**src/rtl/muldiv_ctrl.sv**
```systemverilog
// HI/LO sequencer: iterative shift-add multiply and restoring divide with sign fix-up,
// plus direct MTHI/MTLO writes. busy stalls dependent instructions until done.
//
// state | meaning
// IDLE  | waiting for start; MTHI/MTLO write here, mult/div ops are accepted here
// RUN   | one multiply/divide bit per cycle, WIDTH cycles
// FIX   | sign correction, HI/LO write, done pulse
module muldiv_ctrl #(
   parameter int WIDTH = 32
) (
   input  logic             clk,
   input  logic             reset,
   input  logic             start,
   input  logic [5:0]       fncode,
   input  logic [WIDTH-1:0] a,
   input  logic [WIDTH-1:0] b,
   output logic             busy,
   output logic             done,
   output logic [WIDTH-1:0] hi,
   output logic [WIDTH-1:0] lo
);

   localparam int CW = (WIDTH > 1) ? $clog2(WIDTH) : 1;

   localparam logic [5:0] F_MULT  = 6'h18;
   localparam logic [5:0] F_MULTU = 6'h19;
   localparam logic [5:0] F_DIV   = 6'h1A;
   localparam logic [5:0] F_DIVU  = 6'h1B;
   localparam logic [5:0] F_MTHI  = 6'h11;
   localparam logic [5:0] F_MTLO  = 6'h13;

   typedef enum logic [1:0] {IDLE, RUN, FIX} state_t;

   state_t             state;
   logic [CW-1:0]      cnt;
   logic               op_div;
   logic               sign_a;
   logic               sign_b;
   logic               b_zero;
   logic [WIDTH-1:0]   mag_a;
   logic [WIDTH-1:0]   mag_b;
   logic [2*WIDTH-1:0] prod;
   logic [WIDTH-1:0]   rem;
   logic [WIDTH-1:0]   quot;

   logic               is_signed;
   logic [WIDTH-1:0]   abs_a;
   logic [WIDTH-1:0]   abs_b;
   logic [WIDTH:0]     mul_sum;
   logic [WIDTH:0]     div_shift;
   logic               div_ge;
   logic [WIDTH-1:0]   div_diff;
   logic [2*WIDTH-1:0] prod_fix;
   logic [WIDTH-1:0]   quot_fix;
   logic [WIDTH-1:0]   rem_fix;
   logic [WIDTH-1:0]   fix_hi;
   logic [WIDTH-1:0]   fix_lo;

   always_comb begin
      is_signed = (fncode == F_MULT) || (fncode == F_DIV);
      abs_a     = (is_signed && a[WIDTH-1]) ? -a : a;
      abs_b     = (is_signed && b[WIDTH-1]) ? -b : b;

      mul_sum   = {1'b0, prod[2*WIDTH-1:WIDTH]} + (prod[0] ? {1'b0, mag_a} : '0);

      // difference only used when it fits, so the top bit can be dropped
      div_shift = {rem, quot[WIDTH-1]};
      div_ge    = div_shift >= {1'b0, mag_b};
      div_diff  = div_shift[WIDTH-1:0] - mag_b;

      prod_fix  = (sign_a ^ sign_b) ? -prod : prod;
      quot_fix  = (sign_a ^ sign_b) ? -quot : quot;
      rem_fix   = sign_a ? -rem : rem;

      // divide by zero leaves rem == |a|, so rem_fix restores a itself
      fix_hi    = op_div ? rem_fix : prod_fix[2*WIDTH-1:WIDTH];
      fix_lo    = op_div ? (b_zero ? '1 : quot_fix) : prod_fix[WIDTH-1:0];
   end

   always_ff @(posedge clk or posedge reset) begin
      if (reset) begin
         state  <= IDLE;
         cnt    <= '0;
         op_div <= 1'b0;
         sign_a <= 1'b0;
         sign_b <= 1'b0;
         b_zero <= 1'b0;
         mag_a  <= '0;
         mag_b  <= '0;
         prod   <= '0;
         rem    <= '0;
         quot   <= '0;
         hi     <= '0;
         lo     <= '0;
         busy   <= 1'b0;
         done   <= 1'b0;
      end else begin
         done <= 1'b0;
         case (state)
            IDLE: begin
               if (start) begin
                  case (fncode)
                     F_MULT, F_MULTU, F_DIV, F_DIVU: begin
                        op_div <= (fncode == F_DIV) || (fncode == F_DIVU);
                        sign_a <= is_signed & a[WIDTH-1];
                        sign_b <= is_signed & b[WIDTH-1];
                        b_zero <= (b == '0);
                        mag_a  <= abs_a;
                        mag_b  <= abs_b;
                        prod   <= {{WIDTH{1'b0}}, abs_b};
                        rem    <= '0;
                        quot   <= abs_a;
                        cnt    <= CW'(WIDTH - 1);
                        busy   <= 1'b1;
                        state  <= RUN;
                     end
                     F_MTHI:  hi <= a;
                     F_MTLO:  lo <= a;
                     default: ;
                  endcase
               end
            end
            RUN: begin
               if (op_div) begin
                  rem  <= div_ge ? div_diff : div_shift[WIDTH-1:0];
                  quot <= {quot[WIDTH-2:0], div_ge};
               end else begin
                  prod <= {mul_sum, prod[WIDTH-1:1]};
               end
               if (cnt == '0) state <= FIX;
               else           cnt   <= cnt - CW'(1);
            end
            FIX: begin
               hi    <= fix_hi;
               lo    <= fix_lo;
               done  <= 1'b1;
               busy  <= 1'b0;
               state <= IDLE;
            end
            default: begin
               busy  <= 1'b0;
               state <= IDLE;
            end
         endcase
      end
   end

endmodule

```
**config.mk**
```make
export PLATFORM = sky130hd
export DESIGN_NAME = muldiv_ctrl
export DESIGN_NICKNAME = d
export VERILOG_FILES = /design/src/rtl/muldiv_ctrl.sv
export SDC_FILE = /design/constraint.sdc
export NUM_CORES = 1
export LEC_CHECK = 0
export BUFFER_PORTS_ARGS = -buffer_cell sky130_fd_sc_hd__buf_2
export CAP_MARGIN = 20
export CORE_MARGIN = 2
export CORE_UTILIZATION = 50
export CTS_CLUSTER_SIZE = 20
export DETAILED_ROUTE_END_ITERATION = 6
export PLACE_DENSITY = 0.78
export SYNTH_ARGS = -nofsm -noshare
export SYNTH_HDL_FRONTEND = slang
export SYNTH_SLANG_ARGS = --single-unit
```
**constraint.sdc**
```tcl
create_clock -name clk -period 7.7 [get_ports clk]
set_input_delay 0.385 -clock clk [delete_from_list [all_inputs] [get_ports clk]]
set_output_delay 0.385 -clock clk [all_outputs]
set_load 0.02 [all_outputs]
```
# Word-level counts from Yosys, hierarchy flattened
# Cells that the tools add are included.
# totals
output_inout_bits	66
elab_cells	102
ff_bits	269
# op_classes
n_lt_le_gt_ge	1
n_reduce_logical	18
n_eq_ne	16
n_bitwise	4
add_sub_neg	8
muxes	40
# op_table
operator	n
two-way mux 32 bit	19
two-way mux 64 bit	4
one-hot mux 32 bit (2 select lines)	4
negation 32 bit	4
one-hot mux 64 bit (2 select lines)	1
negation 64 bit	1
equality test 6 x 5 -> 1 bit (second input constant)	6
adder 32 x 32 -> 33 bit	1
>= comparator 33 x 32 -> 1 bit	1
logical NOT 32 bit	1
subtractor 32 bit	1
two-way mux 5 bit	3
AND reduction 3 bit	5
AND reduction 4 bit	3
inequality test 2 bit (second input constant)	5
one-hot mux 5 bit (2 select lines)	1
two-way mux 2 bit	3
inequality test 2 x 1 -> 1 bit (second input constant)	3
logical NOT 5 bit	1
subtractor 5 x 1 -> 5 bit (second input constant)	1
one-hot mux 2 bit (2 select lines)	1
nonzero test 2 bit	2
OR reduction 4 bit	1
two-way mux 1 bit	3
9 further kinds	12

# Longest topological paths before layout
# depth
ltp_word	7
ltp_mapped	12

# Worst setup path before layout
# OpenSTA, ideal clock, no wires.
# synth_path
kind	flip-flop to flip-flop
start	register prod[0]
end	register prod[63]
setup_ns	0.138
stages_incl_launch_ff	12
path_slack_ns	4.684
required_time_ns	7.562
arrival_time_ns	2.877
cell_sequence	dfrtp_1 -> clkbuf_1 -> and2_1 -> ha_1 -> a21o_1 -> a311o_1 -> a21o_1 -> a21oi_1 -> a2111oi_0 -> o41a_1 -> a2111oi_0 -> a21oi_1
# synth_via
elab_chain_len	4
# synth_lines
item	line	source
from (decl)	42	logic [2*WIDTH-1:0] prod;
from (signal assigned)	110	prod <= {{WIDTH{1'b0}}, abs_b};
from (signal assigned)	128	prod <= {mul_sum, prod[WIDTH-1:1]};
two-way mux 32 bit	64	mul_sum = {1'b0, prod[2*WIDTH-1:WIDTH]} + (prod[0] ? {1'b0, mag_a} : '0);
adder 32 x 32 -> 33 bit	64	
two-way mux 64 bit	124	if (op_div) begin
one-hot mux 64 bit (2 select lines)	99	case (state)
# Every way passes these cells. The select of a mux whose other input is x is not followed.
# A chain may end at the register's enable or synchronous reset.

# Worst setup path in the final report
# layout_path
start	register rem[5]
end	register rem[0]
# layout_via
elab_chain_len	4
# layout_lines
item	line	source
from (decl)	43	logic [WIDTH-1:0] rem;
from (signal assigned)	125	rem <= div_ge ? div_diff : div_shift[WIDTH-1:0];
>= comparator 33 x 32 -> 1 bit	68	div_ge = div_shift >= {1'b0, mag_b};
two-way mux 32 bit	125	
two-way mux 32 bit	124	
one-hot mux 32 bit (2 select lines)	99	
# Every way passes these cells. The select of a mux whose other input is x is not followed.

==> impl_metrics.yaml <==
synthesis:
  synth_cell_types: 85
  synth.area.top_cells: "dfrtp_1, o21ai_0, xnor2_1"
  ys_ff_latch: 269
  synth-main-ff-cell: "dfrtp_1"
  yosysTopAreaCellShare_pct: 35.06
  synth_area_per_cell_um2: 8.163
  synth_top_area_cell: "dfrtp_1"
  synth_async_sr_flop_share_pct: 100.0
  netlist_area_um2: 19200
  synth_common_cells: "dfrtp_1, nand2_1, o21ai_0"
  yosysSeqAreaShare_pct: 35.06
  synth_most_common_cell: "dfrtp_1"
  synth_warnings: 0
  synth-edff-count: 0
  syn-num-nets: 2498
  syn_inst: 2352
timing:
  setup_viol: 0
  drv_slew: 0
  relSlewSlack_pct: 27.19
  rsz0062_at_grt: "no"
  fin_crit_sh_pct: 48.38
  tns_ns: 0
  tightestPinTransition_ns: 1.075
  whs_ns: -0.01248
  fmax_mhz: 268.5
  fin_crit_ns: 3.725
  fin_ws_ns: 3.975
  skew_ns: 0.01431
  hold_viol: 8
clock_tree:
  cts_buffer_depth: 3
  cts_tree: "done"
  cts_buffers: 31
  clock-root-buffer: "clkbuf_16"
  clk_pin_slew_ns: 0.06
  postCtsResizedCells: 0
  worstSkewPairLatency_ns: 0.61
  cts_setup_buffers: 0
  clock-sinks: 269
  htree_levels: 1
  hold_buffers: 0
global_routing:
  use_met3_pct: 7.376
  grt_use_total_pct: 34.00
  grtUsageMet1_pct: 46.50
  grt_overflow_total: 0
  grt_pass1_wl_um: 104300
  grt_antenna_before_repair: 4
  grt_max_degree: 168
  grt_pass1_vias: 17771
  busiest_layer: "met2"
  met2_usage_pct: 51.61
placement:
  pre_cts_ws_ns: 3.627
  gp_congestion: 1.007
  dpl.hpwl_um: 50760
  place_inst: 2893
  portBuffers: 138
critical_path:
  r2r_cells: 10
  cp_slowest_stage_delay_ns: 0.59
  start_kind: "flip-flop"
  crit_required_ns: 8.23
  crit_fanout: 18
  critPathTopFamily: "compound AO/OA/AOI/OAI gates"
  critical_path_class: "flip-flop to flip-flop"
  r2r-start: "rem[5]$_DFFE_PP0P_"
  endpoint_kind: "flip-flop"
  critPathBufInv: 1
  worstPathArrival_ns: 4.25
  cp_cell_sequence: "ha_1 > a21oi_1 > nand2_1 > o21ai_0 > a211o_1 > a21oi_1 > nor2_2 > buf_4 > mux2_2 > o21ai_0"
  crit_cells: 10
  startpoint: "rem[5]$_DFFE_PP0P_"
  reg2reg_to: "rem[0]$_DFFE_PP0P_"
  ff2ff_setup_slack_ns: 3.98
  endpoint: "rem[0]$_DFFE_PP0P_"
  crit_slowest_cell: "nor2_2"
power:
  p_per_area_nw_per_um2: 361.5
  ir_worst_vdd_uv: 288.0
  leakagePower_nw: 9.127
final_layout:
  fin_cells: 2953
  nets: 2564
  drive_gt1_share_pct: 10.82
  nFillCells: 3443
  area_growth_pct: 11.00
floorplan:
  die_y_um: 200.0
  pin_count: 139
  die_width_um: 200.0
  start_util_pct: 50.85
  die_area_um2: 39980
  rows: 71
  core_area_um2: 37760
flow_run:
  cap_violations: 0
drt:
  via_per_inst: 6.463
  first_pass_iters: 7
  num_vias: 19086
  drtAntennaViolNets: 0
  wl_um: 68730
  wl_per_cell_um: 23.27
  drc_errors: 4
  drt-initial-drc-count: 2468
hold_path:
  hold_path_class: "primary input to async pin"
status:
  status: "finished, violations left"
  violations: "design-rule violations, negative hold slack"
[per-stage QoR]
step                      power [mW]  instance area [um2]  util [%]
final                          7.703                21310     56.45
after global routing           8.146                21310     56.44
after CTS                      7.579                21260     56.30
after detailed placement       6.108                20280     53.72
after global placement         6.003                20280     53.72
after floorplan                4.959                19200         -
[metal layers]
layer	vias up	part of all wire, %
li1	8593	-
met1	9152	40
met2	1138	44
met3	203	11
met4	0	5.1
met5	-	0
[placed cells by master, fill, tap and decap left out, types with 71 or more instances in the layout]
cell type and count:
nand2_1 268, dfrtp_1 268, o21ai_0 248, a21oi_1 198
nor2_1 192, buf_2 138, xnor2_1 126, xor2_1 96
inv_1 81, ha_1 71
[power breakdown]
part | leakage [nW] | internal (mW) | switching (mW)
clock | 0.476 | 0.826 | 0.639
combinational | 5.40 | 1.42 | 2.18
sequential | 3.26 | 1.89 | 0.749
[flip-flops by register name (all words and copies together), names as in the netlist, 5 cells and up]
name / flops
lo: 32
cnt: 5
quot: 32
mag_a: 32
prod: 64
hi: 32
rem: 32
mag_b: 32
[cell type report]
cell class | count | area [um2] | share of cell area [%]
timing repair buffer | 165 | 930.9 | 4.368
clock inverter | 4 | 37.54 | 0.1761
inverter | 82 | 311.5 | 1.462
tap | 511 | 639.4 | 3.000
antenna | 3 | 7.507 | 0.03523
multi-input combinational | 1869 | 11720 | 54.97
clock buffer | 50 | 937.1 | 4.397
sequential | 269 | 6733 | 31.59
[kinds of logic after synthesis]
| logic type | synth area share (%) |
|---|---|
| simple gates | 20.44 |
| compound gates | 23.33 |
| flops | 35.06 |
| xor+xnor | 10.22 |
| buf+inv | 4.197 |
| fa+ha+maj | 4.835 |
| mux | 1.922 |
[how the worst min path moves through the flow]
stage	slack [ns]	from	depth (start not counted)	endpoint
5_1_grt	0.06	fncode[1]	3	op_div$_DFFE_PP0P_
3_3_place_gp	0.46	lo[13]$_DFFE_PP0P_	2	lo[13]$_DFFE_PP0P_
2_1_floorplan	0.44	mag_a[30]$_DFFE_PP0P_	2	mag_a[30]$_DFFE_PP0P_
6_report	-0.01	reset	2	prod[63]$_DFFE_PP0P_
3_5_place_dp	0.46	mag_a[8]$_DFFE_PP0P_	2	mag_a[8]$_DFFE_PP0P_
4_1_cts	0.04	reset	2	hi[24]$_DFFE_PP0P_
(Power assumes the default switching activity.)
